<file path="config.mk">
export PLATFORM = sky130hd
export DESIGN_NAME = conv_layer_ctrl
export DESIGN_NICKNAME = d
export VERILOG_FILES = /design/src/rtl/conv_pkg.sv /design/src/rtl/load_addr_counter.sv /design/src/rtl/conv_layer_ctrl.sv
export SDC_FILE = /design/constraint.sdc
export NUM_CORES = 1
export LEC_CHECK = 0
export CAP_MARGIN = 0
export CORE_MARGIN = 2
export CORE_UTILIZATION = 40
export CTS_CLUSTER_DIAMETER = 60
export CTS_CLUSTER_SIZE = 24
export DETAILED_ROUTE_END_ITERATION = 8
export PLACE_DENSITY = 0.7
export SYNTH_ARGS = -nofsm -noshare
export SYNTH_HDL_FRONTEND = slang
export SYNTH_SLANG_ARGS = --single-unit
</file>
<file path="constraint.sdc">
create_clock -name clk_i -period 3.3 [get_ports clk_i]
set_input_delay 0.33 -clock clk_i [delete_from_list [all_inputs] [get_ports clk_i]]
set_output_delay 0.33 -clock clk_i [all_outputs]
set_load 0.02 [all_outputs]
</file>
<file path="src/rtl/conv_pkg.sv">
// Shared types and size helpers for the convolution layer controller.
// The enum is the controller's phase; the helpers turn geometry into word counts.
package conv_pkg;

    typedef enum logic [2:0] {
        ST_IDLE,
        ST_LOAD_I,
        ST_LOAD_W,
        ST_START,
        ST_RUN,
        ST_NEXT
    } conv_state_e;

    localparam int KERNEL_SIZE_C  = 5;
    localparam int IMAGE_HEIGHT_C = 28;
    localparam int IMAGE_WIDTH_C  = 28;
    localparam int IFMAP_WORDS_C  = IMAGE_HEIGHT_C * IMAGE_WIDTH_C;
    localparam int WEIGHT_WORDS_C = KERNEL_SIZE_C * KERNEL_SIZE_C;

    function automatic int ifmap_words(input int height, input int width);
        return height * width;
    endfunction

    function automatic int weight_words(input int kernel_size);
        return kernel_size * kernel_size;
    endfunction

endpackage

</file>
<file path="src/rtl/load_addr_counter.sv">
// BRAM load address counter: clears to 0, advances one per enabled beat and
// parks on the terminal value instead of wrapping.
module load_addr_counter #(
    parameter int G_WIDTH    = 10,
    parameter int G_TERMINAL = 783
) (
    input  logic               clk_i,
    input  logic               rst_ni,
    input  logic               clear_i,
    input  logic               en_i,
    output logic [G_WIDTH-1:0] count_o,
    output logic               last_o
);

    localparam logic [G_WIDTH-1:0] TERMINAL_C = G_TERMINAL[G_WIDTH-1:0];

    logic [G_WIDTH-1:0] count_reg;

    always_ff @(posedge clk_i or negedge rst_ni) begin
        if (!rst_ni) begin
            count_reg <= '0;
        end else if (clear_i) begin
            count_reg <= '0;
        end else if (en_i && !last_o) begin
            count_reg <= count_reg + 1'b1;
        end
    end

    assign count_o = count_reg;
    assign last_o  = (count_reg == TERMINAL_C);

endmodule

</file>
<file path="src/rtl/conv_layer_ctrl.sv">
// Layer sequencer: streams the ifmap once and each kernel's weights into BRAM,
// then starts the buffer array per kernel and reports kernel/layer completion.
module conv_layer_ctrl
    import conv_pkg::*;
#(
    parameter int G_KERNEL_SIZE           = 5,
    parameter int G_IMAGE_HEIGHT          = 28,
    parameter int G_IMAGE_WIDTH           = 28,
    parameter int G_WEIGHT_BUF_ADDR_WIDTH = 5,
    parameter int G_IFMAP_BUF_ADDR_WIDTH  = 10,
    parameter int G_TOP_BITS              = 2,
    parameter int G_BOT_BITS              = 14,
    parameter int G_MAX_KERNELS           = 8
) (
    input  logic                                clk_i,
    input  logic                                rst_ni,
    input  logic                                cfg_valid_i,
    output logic                                cfg_ready_o,
    input  logic [$clog2(G_MAX_KERNELS):0]      cfg_num_kernels_i,
    input  logic                                s_valid_i,
    output logic                                s_ready_o,
    input  logic [G_TOP_BITS+G_BOT_BITS-1:0]    s_data_i,
    output logic [G_IFMAP_BUF_ADDR_WIDTH-1:0]   ifmap_wr_addr_o,
    output logic                                ifmap_wr_en_o,
    output logic [G_WEIGHT_BUF_ADDR_WIDTH-1:0]  weight_wr_addr_o,
    output logic                                weight_wr_en_o,
    output logic [G_TOP_BITS+G_BOT_BITS-1:0]    wr_data_o,
    output logic                                buf_start_o,
    input  logic                                buf_done_i,
    output logic                                busy_o,
    output logic [$clog2(G_MAX_KERNELS):0]      kernel_idx_o,
    output logic                                kernel_done_o,
    output logic                                layer_done_o
);

    localparam int KW           = $clog2(G_MAX_KERNELS) + 1;
    localparam int D            = G_TOP_BITS + G_BOT_BITS;
    localparam int IFMAP_WORDS  = ifmap_words(G_IMAGE_HEIGHT, G_IMAGE_WIDTH);
    localparam int WEIGHT_WORDS = weight_words(G_KERNEL_SIZE);
    localparam logic [KW-1:0] MAX_K_C = KW'(G_MAX_KERNELS);

    conv_state_e state_reg, state_next;

    logic [KW-1:0] num_kernels_reg;
    logic [KW-1:0] kernel_idx_reg;
    logic [KW-1:0] kernel_idx_inc;
    logic          kernel_last;
    logic          cfg_ok;
    logic          beat_i;
    logic          beat_w;

    logic [G_IFMAP_BUF_ADDR_WIDTH-1:0]  ifmap_cnt;
    logic [G_WEIGHT_BUF_ADDR_WIDTH-1:0] weight_cnt;
    logic                               ifmap_last;
    logic                               weight_last;

    logic [G_IFMAP_BUF_ADDR_WIDTH-1:0]  ifmap_wr_addr_reg;
    logic [G_WEIGHT_BUF_ADDR_WIDTH-1:0] weight_wr_addr_reg;
    logic                               ifmap_wr_en_reg;
    logic                               weight_wr_en_reg;
    logic [D-1:0]                       wr_data_reg;
    logic                               buf_start_reg;

    assign cfg_ok = cfg_valid_i && (cfg_num_kernels_i != '0) && (cfg_num_kernels_i <= MAX_K_C);
    assign beat_i = (state_reg == ST_LOAD_I) && s_valid_i;
    assign beat_w = (state_reg == ST_LOAD_W) && s_valid_i;

    assign kernel_idx_inc = kernel_idx_reg + 1'b1;
    assign kernel_last    = (kernel_idx_inc == num_kernels_reg);

    // The ifmap counter is held at 0 while idle; the weight counter is held at 0
    // outside LOAD_W, so every kernel's weights land at addresses 0..K*K-1.
    load_addr_counter #(
        .G_WIDTH    (G_IFMAP_BUF_ADDR_WIDTH),
        .G_TERMINAL (IFMAP_WORDS - 1)
    ) u_ifmap_cnt (
        .clk_i   (clk_i),
        .rst_ni  (rst_ni),
        .clear_i (state_reg == ST_IDLE),
        .en_i    (beat_i),
        .count_o (ifmap_cnt),
        .last_o  (ifmap_last)
    );

    load_addr_counter #(
        .G_WIDTH    (G_WEIGHT_BUF_ADDR_WIDTH),
        .G_TERMINAL (WEIGHT_WORDS - 1)
    ) u_weight_cnt (
        .clk_i   (clk_i),
        .rst_ni  (rst_ni),
        .clear_i (state_reg != ST_LOAD_W),
        .en_i    (beat_w),
        .count_o (weight_cnt),
        .last_o  (weight_last)
    );

    always_ff @(posedge clk_i or negedge rst_ni) begin
        if (!rst_ni) begin
            state_reg <= ST_IDLE;
        end else begin
            state_reg <= state_next;
        end
    end

    always_comb begin
        state_next = state_reg;
        unique case (state_reg)
            ST_IDLE:   if (cfg_ok) state_next = ST_LOAD_I;
            ST_LOAD_I: if (beat_i && ifmap_last) state_next = ST_LOAD_W;
            ST_LOAD_W: if (beat_w && weight_last) state_next = ST_START;
            ST_START:  state_next = ST_RUN;
            ST_RUN:    if (buf_done_i) state_next = ST_NEXT;
            ST_NEXT:   state_next = kernel_last ? ST_IDLE : ST_LOAD_W;
            default:   state_next = ST_IDLE;
        endcase
    end

    always_ff @(posedge clk_i or negedge rst_ni) begin
        if (!rst_ni) begin
            num_kernels_reg <= '0;
            kernel_idx_reg  <= '0;
        end else if ((state_reg == ST_IDLE) && cfg_ok) begin
            num_kernels_reg <= cfg_num_kernels_i;
            kernel_idx_reg  <= '0;
        end else if ((state_reg == ST_NEXT) && !kernel_last) begin
            kernel_idx_reg  <= kernel_idx_inc;
        end
    end

    // Writes trail their beat by one cycle; buf_start is delayed one more so the
    // final weight write has committed before the buffer array starts reading.
    always_ff @(posedge clk_i or negedge rst_ni) begin
        if (!rst_ni) begin
            ifmap_wr_en_reg    <= 1'b0;
            weight_wr_en_reg   <= 1'b0;
            ifmap_wr_addr_reg  <= '0;
            weight_wr_addr_reg <= '0;
            wr_data_reg        <= '0;
            buf_start_reg      <= 1'b0;
        end else begin
            ifmap_wr_en_reg  <= beat_i;
            weight_wr_en_reg <= beat_w;
            buf_start_reg    <= (state_reg == ST_START);
            if (beat_i) begin
                ifmap_wr_addr_reg <= ifmap_cnt;
            end
            if (beat_w) begin
                weight_wr_addr_reg <= weight_cnt;
            end
            if (beat_i || beat_w) begin
                wr_data_reg <= s_data_i;
            end
        end
    end

    assign cfg_ready_o      = (state_reg == ST_IDLE);
    assign s_ready_o        = (state_reg == ST_LOAD_I) || (state_reg == ST_LOAD_W);
    assign busy_o           = (state_reg != ST_IDLE);
    assign kernel_done_o    = (state_reg == ST_NEXT);
    assign layer_done_o     = (state_reg == ST_NEXT) && kernel_last;
    assign kernel_idx_o     = kernel_idx_reg;
    assign ifmap_wr_en_o    = ifmap_wr_en_reg;
    assign weight_wr_en_o   = weight_wr_en_reg;
    assign ifmap_wr_addr_o  = ifmap_wr_addr_reg;
    assign weight_wr_addr_o = weight_wr_addr_reg;
    assign wr_data_o        = wr_data_reg;
    assign buf_start_o      = buf_start_reg;

endmodule

</file>
# ---- Word-level counts from Yosys, hierarchy flattened
# Cells that the tools add are included.
# W data, S select, Z words.
dict set report op_classes {
  addsub 3
  n_lt_le_gt_ge 1
  n_eq_ne 13
  n_mux 12
  n_reduce_logical 23
}
# operator count
set op_table {}
lappend op_table {{$mux W10} 2}
lappend op_table {{$pmux W3 S6} 1}
lappend op_table {{$mux W3} 4}
lappend op_table {{$logic_and A1 B1 Y1} 11}
lappend op_table {{$add A10 B1 Y10 const B} 1}
lappend op_table {{$eq A10 B10 Y1 const B} 1}
lappend op_table {{$mux W5} 2}
lappend op_table {{$mux W4} 2}
lappend op_table {{$eq A3 B2 Y1 const B} 2}
lappend op_table {{$eq A3 B3 Y1 const B} 2}
lappend op_table {{$ne A2 B2 Y1 const B} 3}
lappend op_table {{$reduce_bool A2 Y1} 3}
lappend op_table {{$add A5 B1 Y5 const B} 1}
lappend op_table {{$eq A5 B5 Y1 const B} 1}
lappend op_table {{$add A4 B1 Y4 const B} 1}
lappend op_table {{$eq A4 B4 Y1} 1}
lappend op_table {{$le A4 B4 Y1 const B} 1}
lappend op_table {{$reduce_and A4 Y1} 1}
lappend op_table {{$reduce_bool A4 Y1} 1}
lappend op_table {{$eq A3 B1 Y1 const B} 1}
lappend op_table {{$logic_not A1 Y1} 3}
lappend op_table {{$logic_not A3 Y1} 1}
lappend op_table {{$ne A3 B2 Y1 const B} 1}
lappend op_table {{$reduce_bool A3 Y1} 1}
lappend op_table {{other kinds (3)} 4}
dict set report totals {
  ff_bits 60
  input_bits 25
  output_inout_bits 43
  wordCells 63
}

# ---- Depth between registers and ports, before layout
dict set report logic_depth {
  word_depth 6
  mapped_depth 7
  depth_no_buf 7
}

# ---- Modules after synthesis
# From an unflattened synthesis, not the netlist that was laid out.
dict set report unflattened {
  cells_unflattened 228
  area_unflattened_um2 2879.0
}
# mod instances cells_each area_each_um2 seq_area_each_um2
set modules_own_cells {}
lappend modules_own_cells {conv_layer_ctrl 1 138 1986.9 1126.1}
lappend modules_own_cells {{load_addr_counter at u_ifmap_cnt} 1 63 609.3 250.2}
lappend modules_own_cells {{load_addr_counter at u_weight_cnt} 1 27 282.8 125.1}

# ---- Worst setup path after synthesis
# OpenSTA, ideal clock, no wires.
dict set report synth_path {
  path_type {register to output}
  startpoint {register kernel_idx_reg[0], in the netlist kernel_idx_o[0]}
  endpoint {output port layer_done_o}
  t_arrival_ps 1694
  required_ps 2970
  slack_ps 1276
  stages_incl_launch_ff 5
  n_path_buf 0
  cell_sequence {dfrtp_1 ha_1 xnor3_1 nand3_1 nor3_1}
}
dict set report synth_via {
  elab_chain_cells 3
}
# item line_no
set synth_lines {}
lappend synth_lines {{start, declared} conv_layer_ctrl.sv:45} ;# logic [KW-1:0] kernel_idx_reg;
lappend synth_lines {{start signal, assigned} conv_layer_ctrl.sv:126} ;# kernel_idx_reg <= kernel_idx_inc;
lappend synth_lines {{$add A4 B1 Y4} conv_layer_ctrl.sv:68} ;# assign kernel_idx_inc = kernel_idx_reg + 1'b1;
lappend synth_lines {{$eq A4 B4 Y1} conv_layer_ctrl.sv:69} ;# assign kernel_last = (kernel_idx_inc == num_kernels_reg);
lappend synth_lines {{$logic_and A1 B1 Y1} conv_layer_ctrl.sv:160} ;# assign layer_done_o = (state_reg == ST_NEXT) && kernel_last;
lappend synth_lines {{end, declared} conv_layer_ctrl.sv:33} ;# output logic layer_done_o
# No other way between the ends.

# ---- Worst setup path after layout
# Same ends and word-level chain as after synthesis.

==> impl_metrics.json <==
{
  "largest_reg_flops": 16,
  "ys_warn_count": 0,
  "yosysUniqueCellTypes": 44,
  "io_pins": 68,
  "path_clk_slew_ns": 0.06,
  "initial_core_util_pct": 41.1,
  "path_buf_inv": 1,
  "drt-wirelength-per-cell_um": 13.8,
  "synth_area_um2": 2780,
  "grt_max_degree": 42,
  "status": "finished clean",
  "syn_avg_cell_area_um2": 13.1,
  "worstPathMaxFanout": 5,
  "synth_edf_count": 0,
  "cp-start-kind": "flop",
  "clk_latency_ns": 0.33,
  "r2r_end": "kernel_idx_o[1]",
  "path_class": "flop to output port",
  "htree_num_levels": 3,
  "tritoncts": "built",
  "fmax_mhz": 380,
  "regArea_um2": 1500,
  "slew_viol_final": 0,
  "drt_iter0_markers": 56,
  "hold_class": "input pin to async pin",
  "netlist_instances": 213,
  "reg2reg_from": "kernel_idx_o[0]",
  "ys_seq_area_share_pct": 54.0,
  "cp.required_ns": 2.97,
  "placed_cell_area_um2": 3490,
  "fp.coreArea_um2": 6760,
  "cpPeakStageDelay_ns": 0.63,
  "power_density_nw_per_um2": 832,
  "ir_drop_mv": 0.405,
  "diodes": 0,
  "cts.sinks": 60,
  "ant_nets": 0,
  "stdcell_area_um2": 3710,
  "multi_input_area_um2": 1180,
  "timing.hold.ws_ns": 0.127,
  "gp_congestion": 0.749,
  "cts_buffers": 9,
  "final.setup.tns_ns": 0,
  "grt_pass1_vias": 1828,
  "drc": 0,
  "routed_wl_mm": 5.09,
  "cts_resized": 0,
  "fp-row-count": 30,
  "fillers": 599,
  "cap_violations": 0,
  "critPathCaptureType": "output port",
  "maxSlewHeadroom_pct": 38.8,
  "drive_gt1_share_pct": 21.4,
  "tightest_slew_ns": 0.917,
  "ff2ff_path_depth": 6,
  "grt_pass1_wl_mm": 8.65,
  "crit_family": "buffers and inverters",
  "fin_crit_sh_pct": 79.7,
  "avgViaCountPerCell": 4.86,
  "post_cts_buffers": 0,
  "rrSetupSlack_ns": 1.48,
  "synthArstFlopShare_pct": 100,
  "setup_viol": 0,
  "grt_setup_unrepaired": "no",
  "vias": 1799,
  "cp_slowest_cell": "clkdlybuf4s50_1",
  "ys_ff_latch": 60,
  "cp.arrival_ns": 2.30,
  "clock_path_buffers": 2,
  "root_buffer": "clkbuf_8",
  "synthFlopType": "dfrtp_1",
  "area_growth_pct": 33.5,
  "grtUsageTotal_pct": 14.8,
  "total_leakage_power_nw": 1.70,
  "grt_overflow": 0,
  "fin_crit_ns": 2.63,
  "die_h_um": 87.4,
  "ctsHoldBuffers": 0,
  "dp_hpwl_mm": 3.60,
  "crit_chain": "ha_1, xnor3_1, nand3_1, nor3_1, clkdlybuf4s50_1",
  "numPortBuffers": 67,
  "syn_nets": 242,
  "antenna_found_initial": 0,
  "num-nets-final": 314,
  "die_area_um2": 7630,
  "first_pass_iters": 3,
  "die_x_um": 87.4,
  "clock_skew_ns": 0.00547,
  "finalHoldViolations": 0
}
==> metal layers <==
layer | vias to the layer above | wire length (um) | track usage, %
met4 | 0 | 61 | 4.20
met1 | 862 | 2450 | 19.5
met3 | 7 | 319 | 6.26
met2 | 54 | 2260 | 22.5
met5 | - | 0 | 0
li1 | 876 | - | -
==> worst max-delay path by stage <==
stage	startpoint	endpoint	slack, ns	cells past startpoint
2_1_floorplan	kernel_idx_o[0]	layer_done_o	1.28	4
3_3_place_gp	kernel_idx_o[0]	layer_done_o	1.05	5
3_5_place_dp	kernel_idx_o[0]	layer_done_o	1.01	5
4_1_cts	kernel_idx_o[0]	layer_done_o	0.64	5
5_1_grt	kernel_idx_o[0]	layer_done_o	0.53	5
6_report	kernel_idx_o[0]	layer_done_o	0.67	5
==> worst register-to-register path, stage by stage, from the launching register on <==
cell and delay [ns]:
dfrtp_1 0.43, ha_1 0.23, xnor3_1 0.36, nand3_1 0.15, o21ai_2 0.27, mux2i_1 0.21
nor2_1 0.05
==> placed cells by master (no fill, tap or decap), drive strengths merged, types with 2 or more instances in the layout <==
| cell type | n |
|---|---|
| nand3 | 3 |
| xor2 | 14 |
| clkbuf | 11 |
| mux2 | 35 |
| nor3 | 3 |
| o21ai | 2 |
| xnor2 | 7 |
| inv | 6 |
| and3 | 5 |
| nand2 | 12 |
| buf | 4 |
| o211ai | 2 |
| nor2 | 25 |
| ha | 4 |
| a21oi | 3 |
| bufinv | 2 |
| clkinv | 3 |
| clkdlybuf4s50 | 66 |
| nand4 | 5 |
| mux2i | 2 |
| dfrtp | 60 |
==> cells by family (layout without fill, tap and decap cells) <==
logic type / count (synthesis) / count (layout) / synth area share, %
fa+ha+maj: 4 / 4 / 1.80
simple gates: 63 / 63 / 13.5
compound gates: 12 / 12 / 3.29
flops: 60 / 60 / 54.0
mux: 37 / 37 / 16.2
buf+inv: 15 / 92 / 3.47
xor+xnor: 22 / 22 / 7.70
==> per-stage QoR <==
stage / worst slack [ns] / util (%) / instances / power (W)
floorplan: 1.28 / - / 213 / 0.00195
global placement: 1.05 / 51.7 / 354 / 0.00238
detailed placement: 1.01 / 51.7 / 354 / 0.00240
CTS: 0.641 / 54.9 / 370 / 0.00314
global route: 0.526 / 54.9 / 370 / 0.00327
finish: 0.669 / 54.9 / 370 / 0.00309
==> where the power goes <==
group          total [W]  leakage, nW  internal (W)  switching [W]
clock           0.000713        0.113      0.000442       0.000271
sequential       0.00107        0.785      0.000921       0.000146
combinational    0.00131        0.800      0.000696       0.000612
total            0.00309         1.70       0.00206        0.00103
==> area by class of cell <==
class,count,share of cell area [%]
clock buffer,11,3.81
clock inverter,5,2.02
timing repair buffer,70,18.5
sequential,60,40.5
multi-input combinational,138,31.9
inverter,6,0.607
tap,80,2.70
==> cell usage after synthesis (all sizes together) (2+ instances only) <==
cell type  number  area (um^2)
o21ai           2         13.8
mux2           35          432
xnor2           7         68.8
nand3           3         15.0
inv             6         22.5
nand4           5         31.3
mux2i           2         20.0
dfrtp          60         1500
o211ai          2         15.0
nor3            3         26.3
xor2           14          123
nand2          12         45.0
a21oi           3         15.0
ha              4         50.1
buf             8         70.1
and3            5         31.3
nor2           25          126
No activity file was read; power rests on OpenSTA's default activity.
